<file path="src/rtl/bus_controller_if.sv">
// Bus bundle between two masters (CPU, keyboard writer), the controller and the shared slave mux.
// The `slave` modport is the controller's view: it serves the masters' requests and drives the
// shared slave request. The `master` modport is the surrounding environment's view.
interface bus_controller_if;
    // Master 0 (CPU)
    logic        m0_req;
    logic        m0_we;
    logic [63:0] m0_addr;
    logic [63:0] m0_wdata;
    logic        m0_ack;
    logic [63:0] m0_rdata;
    logic        m0_err;

    // Master 1 (keyboard writer)
    logic        m1_req;
    logic        m1_we;
    logic [63:0] m1_addr;
    logic [63:0] m1_wdata;
    logic        m1_ack;
    logic [63:0] m1_rdata;
    logic        m1_err;

    // Shared slave side; s_ready/s_rdata come from the externally muxed selected slave
    logic        s_valid;
    logic        s_we;
    logic [63:0] s_addr;
    logic [63:0] s_wdata;
    logic [2:0]  s_sel;
    logic        s_ready;
    logic [63:0] s_rdata;

    modport slave (
        input  m0_req, m0_we, m0_addr, m0_wdata,
        output m0_ack, m0_rdata, m0_err,
        input  m1_req, m1_we, m1_addr, m1_wdata,
        output m1_ack, m1_rdata, m1_err,
        output s_valid, s_we, s_addr, s_wdata, s_sel,
        input  s_ready, s_rdata
    );

    modport master (
        output m0_req, m0_we, m0_addr, m0_wdata,
        input  m0_ack, m0_rdata, m0_err,
        output m1_req, m1_we, m1_addr, m1_wdata,
        input  m1_ack, m1_rdata, m1_err,
        input  s_valid, s_we, s_addr, s_wdata, s_sel,
        output s_ready, s_rdata
    );
endinterface

</file>
<file path="src/rtl/bus_controller.sv">
// Two-master round-robin bus controller with address decode to RAM / UART / KEY and a per-access
// timeout. One transaction at a time: IDLE (arbitrate) -> ACCESS (drive slave) -> RESP (ack).
module bus_controller #(
    parameter int unsigned TIMEOUT = 16
) (
    input  logic            clk,
    input  logic            reset,
    bus_controller_if.slave bus,
    output logic            busy
);

    localparam int unsigned     CntW   = $clog2(TIMEOUT + 1);
    localparam logic [CntW-1:0] CntMax = CntW'(TIMEOUT - 1);

    localparam logic [31:0] RamLo    = 32'h0000_1000;
    localparam logic [31:0] RamHi    = 32'h0000_2FFF;
    localparam logic [31:0] UartBase = 32'h8000_0000;
    localparam logic [31:0] KeyBase  = 32'h8000_0010;

    localparam logic [2:0] SelNone = 3'b000;
    localparam logic [2:0] SelRam  = 3'b001;
    localparam logic [2:0] SelUart = 3'b010;
    localparam logic [2:0] SelKey  = 3'b100;

    typedef enum logic [1:0] {
        StIdle   = 2'd0,
        StAccess = 2'd1,
        StResp   = 2'd2
    } state_e;

    state_e          state_q, state_d;
    logic            rr_q, rr_d;       // 0 prefers m0, 1 prefers m1
    logic            gnt_q, gnt_d;     // ID of the master owning the current transaction
    logic [63:0]     addr_q, addr_d;
    logic            we_q, we_d;
    logic [63:0]     wdata_q, wdata_d;
    logic [2:0]      sel_q, sel_d;
    logic [CntW-1:0] cnt_q, cnt_d;
    logic [63:0]     rdata_q, rdata_d;
    logic            err_q, err_d;

    logic            req_any;
    logic            gnt_id;
    logic            req_we;
    logic [63:0]     req_addr;
    logic [63:0]     req_wdata;
    logic [2:0]      req_sel;

    // One-hot target decode; SelNone means unmapped (any upper-word bit set is unmapped)
    function automatic logic [2:0] decode(input logic [63:0] addr);
        logic [2:0] sel;
        sel = SelNone;
        if (addr[63:32] == 32'h0) begin
            if (addr[31:0] >= RamLo && addr[31:0] <= RamHi) begin
                sel = SelRam;
            end else if (addr[31:3] == UartBase[31:3]) begin
                sel = SelUart;
            end else if (addr[31:3] == KeyBase[31:3]) begin
                sel = SelKey;
            end
        end
        return sel;
    endfunction

    // Round-robin arbitration and payload select for the IDLE grant
    always_comb begin
        req_any = bus.m0_req | bus.m1_req;
        if (bus.m0_req && bus.m1_req) begin
            gnt_id = rr_q;
        end else begin
            gnt_id = bus.m1_req;
        end
        req_we    = gnt_id ? bus.m1_we    : bus.m0_we;
        req_addr  = gnt_id ? bus.m1_addr  : bus.m0_addr;
        req_wdata = gnt_id ? bus.m1_wdata : bus.m0_wdata;
        req_sel   = decode(req_addr);
    end

    // FSM state register
    always_ff @(posedge clk or posedge reset) begin
        if (reset) begin
            state_q <= StIdle;
        end else begin
            state_q <= state_d;
        end
    end

    // Next-state and transaction-field update logic
    always_comb begin
        state_d = state_q;
        rr_d    = rr_q;
        gnt_d   = gnt_q;
        addr_d  = addr_q;
        we_d    = we_q;
        wdata_d = wdata_q;
        sel_d   = sel_q;
        cnt_d   = cnt_q;
        rdata_d = rdata_q;
        err_d   = err_q;
        unique case (state_q)
            StIdle: begin
                if (req_any) begin
                    gnt_d   = gnt_id;
                    addr_d  = req_addr;
                    we_d    = req_we;
                    wdata_d = req_wdata;
                    sel_d   = req_sel;
                    cnt_d   = '0;
                    if (req_sel != SelNone) begin
                        state_d = StAccess;
                    end else begin
                        // Unmapped: answer directly without ever touching the slave
                        rdata_d = '0;
                        err_d   = 1'b1;
                        state_d = StResp;
                    end
                end
            end
            StAccess: begin
                // s_ready wins over a timeout landing in the same cycle
                if (bus.s_ready) begin
                    rdata_d = we_q ? 64'h0 : bus.s_rdata;
                    err_d   = 1'b0;
                    state_d = StResp;
                end else if (cnt_q == CntMax) begin
                    rdata_d = '0;
                    err_d   = 1'b1;
                    state_d = StResp;
                end else begin
                    cnt_d = cnt_q + CntW'(1);
                end
            end
            StResp: begin
                rr_d    = ~gnt_q;
                state_d = StIdle;
            end
            default: begin
                state_d = StIdle;
            end
        endcase
    end

    // Latched transaction fields, round-robin pointer and timeout counter
    always_ff @(posedge clk or posedge reset) begin
        if (reset) begin
            rr_q    <= 1'b0;
            gnt_q   <= 1'b0;
            addr_q  <= '0;
            we_q    <= 1'b0;
            wdata_q <= '0;
            sel_q   <= '0;
            cnt_q   <= '0;
            rdata_q <= '0;
            err_q   <= 1'b0;
        end else begin
            rr_q    <= rr_d;
            gnt_q   <= gnt_d;
            addr_q  <= addr_d;
            we_q    <= we_d;
            wdata_q <= wdata_d;
            sel_q   <= sel_d;
            cnt_q   <= cnt_d;
            rdata_q <= rdata_d;
            err_q   <= err_d;
        end
    end

    // Outputs decoded from state only, so reset zeroes them without waiting for a clock
    always_comb begin
        bus.s_valid  = 1'b0;
        bus.s_we     = 1'b0;
        bus.s_addr   = '0;
        bus.s_wdata  = '0;
        bus.s_sel    = '0;
        bus.m0_ack   = 1'b0;
        bus.m0_rdata = '0;
        bus.m0_err   = 1'b0;
        bus.m1_ack   = 1'b0;
        bus.m1_rdata = '0;
        bus.m1_err   = 1'b0;
        busy         = (state_q != StIdle);
        unique case (state_q)
            StAccess: begin
                bus.s_valid = 1'b1;
                bus.s_we    = we_q;
                bus.s_addr  = addr_q;
                bus.s_wdata = wdata_q;
                bus.s_sel   = sel_q;
            end
            StResp: begin
                if (gnt_q) begin
                    bus.m1_ack   = 1'b1;
                    bus.m1_rdata = rdata_q;
                    bus.m1_err   = err_q;
                end else begin
                    bus.m0_ack   = 1'b1;
                    bus.m0_rdata = rdata_q;
                    bus.m0_err   = err_q;
                end
            end
            default: begin
            end
        endcase
    end

endmodule
</file>
<file path="src/flat_wrapper.sv">
// flat-port wrapper written by rule: the top's interface ports become plain ports
module bus_controller_flat 
#(
    parameter int unsigned TIMEOUT = 16
)
  (clk, reset, busy, bus_m0_req, bus_m0_we, bus_m0_addr, bus_m0_wdata, bus_m0_ack, bus_m0_rdata, bus_m0_err, bus_m1_req, bus_m1_we, bus_m1_addr, bus_m1_wdata, bus_m1_ack, bus_m1_rdata, bus_m1_err, bus_s_valid, bus_s_we, bus_s_addr, bus_s_wdata, bus_s_sel, bus_s_ready, bus_s_rdata);
  bus_controller_if bus_i ();
  input  logic clk;
  input  logic reset;
  output logic busy;
  input wire logic [$bits(bus_i.m0_req)-1:0] bus_m0_req;
  input wire logic [$bits(bus_i.m0_we)-1:0] bus_m0_we;
  input wire logic [$bits(bus_i.m0_addr)-1:0] bus_m0_addr;
  input wire logic [$bits(bus_i.m0_wdata)-1:0] bus_m0_wdata;
  output wire logic [$bits(bus_i.m0_ack)-1:0] bus_m0_ack;
  output wire logic [$bits(bus_i.m0_rdata)-1:0] bus_m0_rdata;
  output wire logic [$bits(bus_i.m0_err)-1:0] bus_m0_err;
  input wire logic [$bits(bus_i.m1_req)-1:0] bus_m1_req;
  input wire logic [$bits(bus_i.m1_we)-1:0] bus_m1_we;
  input wire logic [$bits(bus_i.m1_addr)-1:0] bus_m1_addr;
  input wire logic [$bits(bus_i.m1_wdata)-1:0] bus_m1_wdata;
  output wire logic [$bits(bus_i.m1_ack)-1:0] bus_m1_ack;
  output wire logic [$bits(bus_i.m1_rdata)-1:0] bus_m1_rdata;
  output wire logic [$bits(bus_i.m1_err)-1:0] bus_m1_err;
  output wire logic [$bits(bus_i.s_valid)-1:0] bus_s_valid;
  output wire logic [$bits(bus_i.s_we)-1:0] bus_s_we;
  output wire logic [$bits(bus_i.s_addr)-1:0] bus_s_addr;
  output wire logic [$bits(bus_i.s_wdata)-1:0] bus_s_wdata;
  output wire logic [$bits(bus_i.s_sel)-1:0] bus_s_sel;
  input wire logic [$bits(bus_i.s_ready)-1:0] bus_s_ready;
  input wire logic [$bits(bus_i.s_rdata)-1:0] bus_s_rdata;
  assign bus_i.m0_req = bus_m0_req;
  assign bus_i.m0_we = bus_m0_we;
  assign bus_i.m0_addr = bus_m0_addr;
  assign bus_i.m0_wdata = bus_m0_wdata;
  assign bus_m0_ack = bus_i.m0_ack;
  assign bus_m0_rdata = bus_i.m0_rdata;
  assign bus_m0_err = bus_i.m0_err;
  assign bus_i.m1_req = bus_m1_req;
  assign bus_i.m1_we = bus_m1_we;
  assign bus_i.m1_addr = bus_m1_addr;
  assign bus_i.m1_wdata = bus_m1_wdata;
  assign bus_m1_ack = bus_i.m1_ack;
  assign bus_m1_rdata = bus_i.m1_rdata;
  assign bus_m1_err = bus_i.m1_err;
  assign bus_s_valid = bus_i.s_valid;
  assign bus_s_we = bus_i.s_we;
  assign bus_s_addr = bus_i.s_addr;
  assign bus_s_wdata = bus_i.s_wdata;
  assign bus_s_sel = bus_i.s_sel;
  assign bus_i.s_ready = bus_s_ready;
  assign bus_i.s_rdata = bus_s_rdata;
  bus_controller #(.TIMEOUT(TIMEOUT)) u_core (.clk(clk), .reset(reset), .bus(bus_i), .busy(busy));
endmodule
</file>
<file path="config.mk">
export PLATFORM = sky130hd
export DESIGN_NAME = bus_controller_flat
export DESIGN_NICKNAME = d
export VERILOG_FILES = /design/src/rtl/bus_controller_if.sv /design/src/rtl/bus_controller.sv /design/src/flat_wrapper.sv
export SDC_FILE = /design/constraint.sdc
export NUM_CORES = 1
export LEC_CHECK = 0
export BUFFER_PORTS_ARGS = -buffer_cell sky130_fd_sc_hd__buf_2
export CORE_AREA = 2 2 234 236
export CTS_BUF_LIST = sky130_fd_sc_hd__clkbuf_4 sky130_fd_sc_hd__clkbuf_8 sky130_fd_sc_hd__clkbuf_16
export CTS_CLUSTER_SIZE = 10
export DETAILED_ROUTE_END_ITERATION = 8
export DIE_AREA = 0 0 236 238
export PLACE_DENSITY = 0.4
export SYNTH_ARGS = -nofsm -noshare
export SYNTH_HDL_FRONTEND = slang
export SYNTH_SLANG_ARGS = --single-unit
</file>
<file path="constraint.sdc">
create_clock -name clk -period 6.4 [get_ports clk]
set_input_delay 0.32 -clock clk [delete_from_list [all_inputs] [get_ports clk]]
set_output_delay 0.32 -clock clk [all_outputs]
set_load 0.01 [all_outputs]
</file>
==> results.toml, run 1 <==
[outcome]
outcome = "completed"

[layout]
seqCellArea_sq_um = 5150
area_growth_pct = 66.0
multi_input_area_sq_um = 5110
drive_above_1_share_pct = 32.2
layout_common_cells = "592 x buf_2, 273 x nand2_1, 259 x and2_1, 251 x dlygate4sd3_1, 206 x dfrtp_1"
utilization_pct = 33.1
final_common_cell = "buf_2"
n_fill_cell = 5753
final_nets = 2378

[drt]
drt_wl_total_um = 47700
wl_met2_um = 23200
dr.pass1.iters = 4
wl_met3_um = 3360
num_vias = 12100
via_per_inst = 4.37
drt-wirelength-per-cell_um = 17.2
post-route-drc-count = 0
wl_met1_um = 19600
drtIter0Drc = 477
ant_nets = 0
routed.top_layer = "met5"

[worst_setup_path]
crit_slowest_cell = "buf_4"
critPathLaunch = "u_core.state_q[0]"
critical_path.endpoint = "u_core.wdata_q[17]"
crit_path_max_fanout = 186
cp.arrival_ns = 3.77
cp-end-kind = "flip-flop"
crit_required_ns = 6.83
rr_endpoint = "u_core.wdata_q[17]"
r2r-start = "u_core.state_q[0]"
cp-start-kind = "flip-flop"
path_cells = "nor2_1, inv_1, nor2_4, buf_12, buf_4, a31oi_1, dlygate4sd3_1"
reg2reg_slack_ns = 3.06
path_class = "flip-flop to flip-flop"
crit_path_max_incr_delay_ns = 0.76
r2r_cells = 7

[logic_synthesis]
ys_seq_area_share_pct = 48.3
synth.area.top_cells = "dfrtp_1 48%, and2_1 15%, nand2_1 9.6%, a31oi_1 7.6%, a22o_1 5.5%"
synth_top_family_by_area = "simple AND/OR/NAND/NOR gates"
synth-edff-count = 0
yosys_most_used_dff = "dfrtp_1"
ys_seq_elements = 206
netlist_area_sq_um = 10700
async_reset_ff_share_pct = 100
synth_top_area_share_pct = 48.3
yosys-mux-area-fraction_pct = 0
yosysWarnings = 0
synth-adder-area-share_pct = 0.234
synth_nets = 1592
synth_cell_type_count = 35
yosysTopAreaCell = "dfrtp_1"
synth-simple-area-share_pct = 32.9
synthCells = 1263
synth_xor_xnor_area_share_pct = 0.328
syn_avg_cell_area_sq_um = 8.45
synth_compound_area_share_pct = 14.0

[timing]
rsz0062_at_grt = "no"
worstMarginPinSlew_ns = 1.13
fmax_ghz = 0.299
hold_violations = 0
relSlewSlack_pct = 24.3
slew_viol_final = 0
fin_crit_sh_pct = 52.2
setup_viol = 0
skew_ns = 0.0190
worst_slack_ns = 3.06
setup_tns_ns = 0
final.min_clock_period_ns = 3.34

[clocking]
cts_resized = 0
clock_latency_ns = 0.56
cts_buffers = 28
root_buffer = "clkbuf_16"
cts_setup_buffers = 0
cts.clk_slew.worst_paths_ns = 0.06
cts_buffer_depth = 3
clkSinkCount = 206
htreeDepth = 1
hold_buffers = 251
cts_tree = "yes"

[global_routing]
grt_max_degree = 187
grtUsageTotal_pct = 16.2
grt_pass1_vias = 12000
overflow = 0
grt_antenna_before_repair = 7
grt_pass1_wl_um = 71600

[floorplanning]
ios = 593
die_area_sq_um = 56200
coreArea_sq_um = 53500
die_h_um = 238
fp-row-count = 85
floorplan.initialDensity_pct = 20.0
die_width_um = 236

[power]
seq_power_share_pct = 39.2
switching_share_pct = 28.3
power.density_nw_per_um2 = 229
ir_worst_vdd_uv = 179
intPower_mw = 2.91
p_sw_mw = 1.15
leakagePower_nw = 9.01
pwr-share-comb_pct = 21.2
clkPwrFrac_pct = 39.5

[placement]
port_buffers = 592
dpl.hpwl_um = 33800
globalplace.congestion = 0.894
place_ws_ns = 3.18

[min_path]
hold_path.class = "primary input to flip-flop"
hp-start = "bus_m0_wdata[14]"

[job]
drv_cap = 0
## final cells by class
| type | count | share of cell area (%) |
|---|---|---|
| diodes | 2 | 0.0282 |
| clock buffers | 45 | 5.06 |
| clock inverters | 5 | 0.311 |
| inverters | 11 | 0.282 |
| multi-input cells | 947 | 28.8 |
| flip-flops and latches | 206 | 29.1 |
| well taps | 696 | 4.91 |
| repair buffers | 855 | 31.5 |
## stage by stage
step,instances,area [sq um],hold slack (ns),power (mW)
after global placement,2464,14300,0.469,2.23
after detailed placement,2464,14300,0.472,2.24
final,2767,17700,0.0325,4.05
after floorplan,1263,10700,0.450,1.97
after global routing,2766,17700,0.00736,4.31
after CTS,2765,17700,0.0000620,4.13
## power groups by stage
stage | clock network [mW] | registers [mW] | logic [mW]
after floorplan | 0 | 1.57 | 0.395
after global placement | 0 | 1.61 | 0.623
after detailed placement | 0 | 1.61 | 0.628
after CTS | 1.68 | 1.59 | 0.866
after global routing | 1.73 | 1.62 | 0.961
final | 1.60 | 1.59 | 0.861
## logic make-up after synthesis
group,Yosys count
AND/OR/NAND/NOR,730
flip-flops,206
AO/OA/AOI/OAI,211
adder cells (fa/ha/maj),2
XOR/XNOR,4
buffers and inverters,110
## sequential cells by signal, indices dropped and copies added, names as in the netlist
name	count
u_core.addr_q	64
u_core.rdata_q	64
u_core.wdata_q	64
u_core.cnt_q	5
u_core.sel_q	3
u_core.state_q	2
u_core.err_q	1
u_core.gnt_q	1
u_core.rr_q	1
u_core.we_q	1
## synthesized netlist by cell type (all sizes together) (2+ instances only)
library cell	number
nand4	3
dfrtp	206
nand2b	3
a22o	67
o21ai	5
inv	11
nand3	2
a21oi	2
nor2	149
clkbuf	87
xor2	3
or4	3
and2	259
or3	3
nand2	273
buf	12
nor4	26
nor3	7
ha	2
a31oi	129
## per-layer routing
metal,vias up,global-route usage [%]
met4,8,4.77
met1,5745,20.0
met2,448,27.6
met5,-,0
li1,5819,-
met3,76,4.26
## worst max-delay path: cells and delay by family, from the launching register on
kind	cells	cell delay (ns)
AOI/OAI and AO/OA	1	0.16
buffers and inverters	4	2.02
and+or+nand+nor	2	0.35
DFF	1	0.38
## worst min-delay path by stage
stage,end,slack [ns],depth (start not counted)
global route,u_core.wdata_q[33],0.007,3
CTS,u_core.addr_q[61],0.00006,3
finish,u_core.wdata_q[14],0.03,3
floorplan,u_core.cnt_q[4],0.45,2
global placement,u_core.cnt_q[4],0.47,2
detailed placement,u_core.cnt_q[4],0.47,2
Power figures use the tool's default switching activity.
==> run 2, diff against run 1 <==
- CORE_AREA: 2 2 234 236 -> 2 2 230 232
- DIE_AREA: 0 0 236 238 -> 0 0 232 234
- PLACE_DENSITY: 0.4 -> 0.39
- clock period: 6.4 -> 3.5 ns (I/O delays scaled with it)
==> results.toml, run 2 (synthesis gave the netlist of run 1 again) <==
[worst_setup_path]
path_cells = "nor2b_4, nor2_4, buf_4, buf_4, nand2_1, a31oi_1, dlygate4sd3_1"
critPathTopFamily = "buffers and inverters"
cp-start-kind = "flip-flop"
crit_cells = 7
critical_path.endpoint = "u_core.addr_q[56]"
critPathBufInv = 3
reg2reg_slack_ns = 0.71
critPathLaunch = "u_core.rr_q"
crit_required_ns = 3.98
path_class = "flip-flop to flip-flop"
r2r_cells = 7
crit_top_cell = "buf_4"
cp.arrival_ns = 3.27
crit_path_max_fanout = 78
r2r-start = "u_core.rr_q"
cp-end-kind = "flip-flop"
crit_slowest_cell = "buf_4"
crit_path_max_incr_delay_ns = 0.76
rr_endpoint = "u_core.addr_q[56]"

[job]
drv_cap = 0

[layout]
drive_above_1_share_pct = 30.9
largestRegisters = "u_core.addr_q (64), u_core.rdata_q (64), u_core.wdata_q (64)"
n_fill_cell = 5529
layout_common_cells = "592 x buf_2, 324 x dlygate4sd3_1, 273 x nand2_1, 259 x and2_1, 206 x dfrtp_1"
utilization_pct = 35.4
final_nets = 2451
area_growth_pct = 72.4
final_common_cell = "buf_2"

[timing]
setup_viol = 0
worstMarginPinSlew_ns = 1.11
hold_violations = 0
slew_viol_final = 0
rsz0062_at_grt = "no"
relSlewSlack_pct = 26.3
final.min_clock_period_ns = 2.79
skew_ns = 0.0102
fin_crit_sh_pct = 79.8
fmax_ghz = 0.358
setup_tns_ns = 0

[drt]
dr.pass1.iters = 5
ant_nets = 0
drtIter0Drc = 505
num_vias = 12300
drt_wl_total_um = 47500
post-route-drc-count = 0
via_per_inst = 4.36
drt-wirelength-per-cell_um = 16.8

[global_routing]
grt_max_degree = 195
grtUsageTotal_pct = 16.3
overflow = 0
grt_antenna_before_repair = 1
grt_pass1_wl_um = 69400
grt_pass1_vias = 11900

[power]
leakagePower_nw = 9.27
switching_share_pct = 28.4
p_sw_mw = 2.09
ir_worst_vdd_uv = 377
seq_power_share_pct = 39.3
clkPwrFrac_pct = 36.4
intPower_mw = 5.27
power.density_nw_per_um2 = 400
pwr-share-comb_pct = 24.4

[outcome]
outcome = "completed"

[min_path]
hold_path.class = "primary input to flip-flop"

[clocking]
cts_buffer_depth = 3
clkSinkCount = 206
cts_setup_buffers = 0
root_buffer = "clkbuf_16"
hold_buffers = 324
cts_buffers = 27
cts_resized = 0
htreeDepth = 1
clock_latency_ns = 0.55
cts.clk_slew.worst_paths_ns = 0.06
cts_tree = "yes"

[floorplanning]
floorplan.initialDensity_pct = 20.5
ios = 593
die_width_um = 232
die_area_sq_um = 54300
die_h_um = 234
coreArea_sq_um = 52000
fp-row-count = 84

[placement]
dpl.hpwl_um = 33100
globalplace.congestion = 0.893
port_buffers = 592
run 2: power groups by stage:
stage | sequential [mW] | combinational (mW) | clock (mW)
2_1_floorplan | 2.87 | 0.723 | 0
4_1_cts | 2.89 | 1.79 | 2.77
6_report | 2.89 | 1.79 | 2.68
3_3_place_gp | 2.91 | 1.14 | 0
3_5_place_dp | 2.92 | 1.15 | 0
5_1_grt | 2.93 | 1.99 | 2.89
run 2: worst register-to-register path, stage by stage, from the launching register on:
cell and delay (ns):
dfrtp_1 0.38, nor2b_4 0.07, nor2_4 0.12, buf_4 0.35, buf_4 0.77, nand2_1 0.26, a31oi_1 0.20, dlygate4sd3_1 0.57
run 2: routing by layer:
metal  GRT usage (%)  routed length [um]  vias up
met2            28.0               23300      461
met3            4.40                3820       56
met4            4.51                1020        2
li1                -                   -     5957
met5               0                  13        -
met1            20.0               19300     5838
run 2: layout make-up:
class	count	area (sq um)	area share, %
timing repair buffer	929	6390	34.7
sequential	206	5150	28.0
multi-input combinational	947	5110	27.8
tap	688	861	4.68
clock buffer	38	808	4.39
inverter	11	46.3	0.252
clock inverter	5	25.0	0.136
antenna	3	7.51	0.0408
run 2: how the worst min path moves through the flow:
| stage | from | to | slack (ns) | depth (start not counted) |
|---|---|---|---|---|
| 2_1_floorplan | bus_s_rdata[0] | u_core.rdata_q[0] | 0.31 | 1 |
| 3_3_place_gp | reset | u_core.addr_q[2] | 0.29 | 2 |
| 3_5_place_dp | reset | u_core.addr_q[2] | 0.29 | 2 |
| 4_1_cts | bus_m1_addr[4] | u_core.sel_q[2] | 0.01 | 4 |
| 5_1_grt | bus_m1_addr[4] | u_core.sel_q[2] | 0.08 | 4 |
| 6_report | bus_m1_addr[4] | u_core.sel_q[2] | 0.05 | 4 |
run 2: metrics by stage:
step	cells	setup WS [ns]	power, mW	hold WS [ns]	area [sq um]
after floorplan	1263	0.653	3.60	0.315	10700
final	2827	0.706	7.36	0.0487	18400
after CTS	2824	0.670	7.44	0.0103	18400
after global placement	2457	0.866	4.05	0.290	14300
after detailed placement	2457	0.768	4.07	0.288	14300
after global routing	2824	0.519	7.82	0.0832	18400
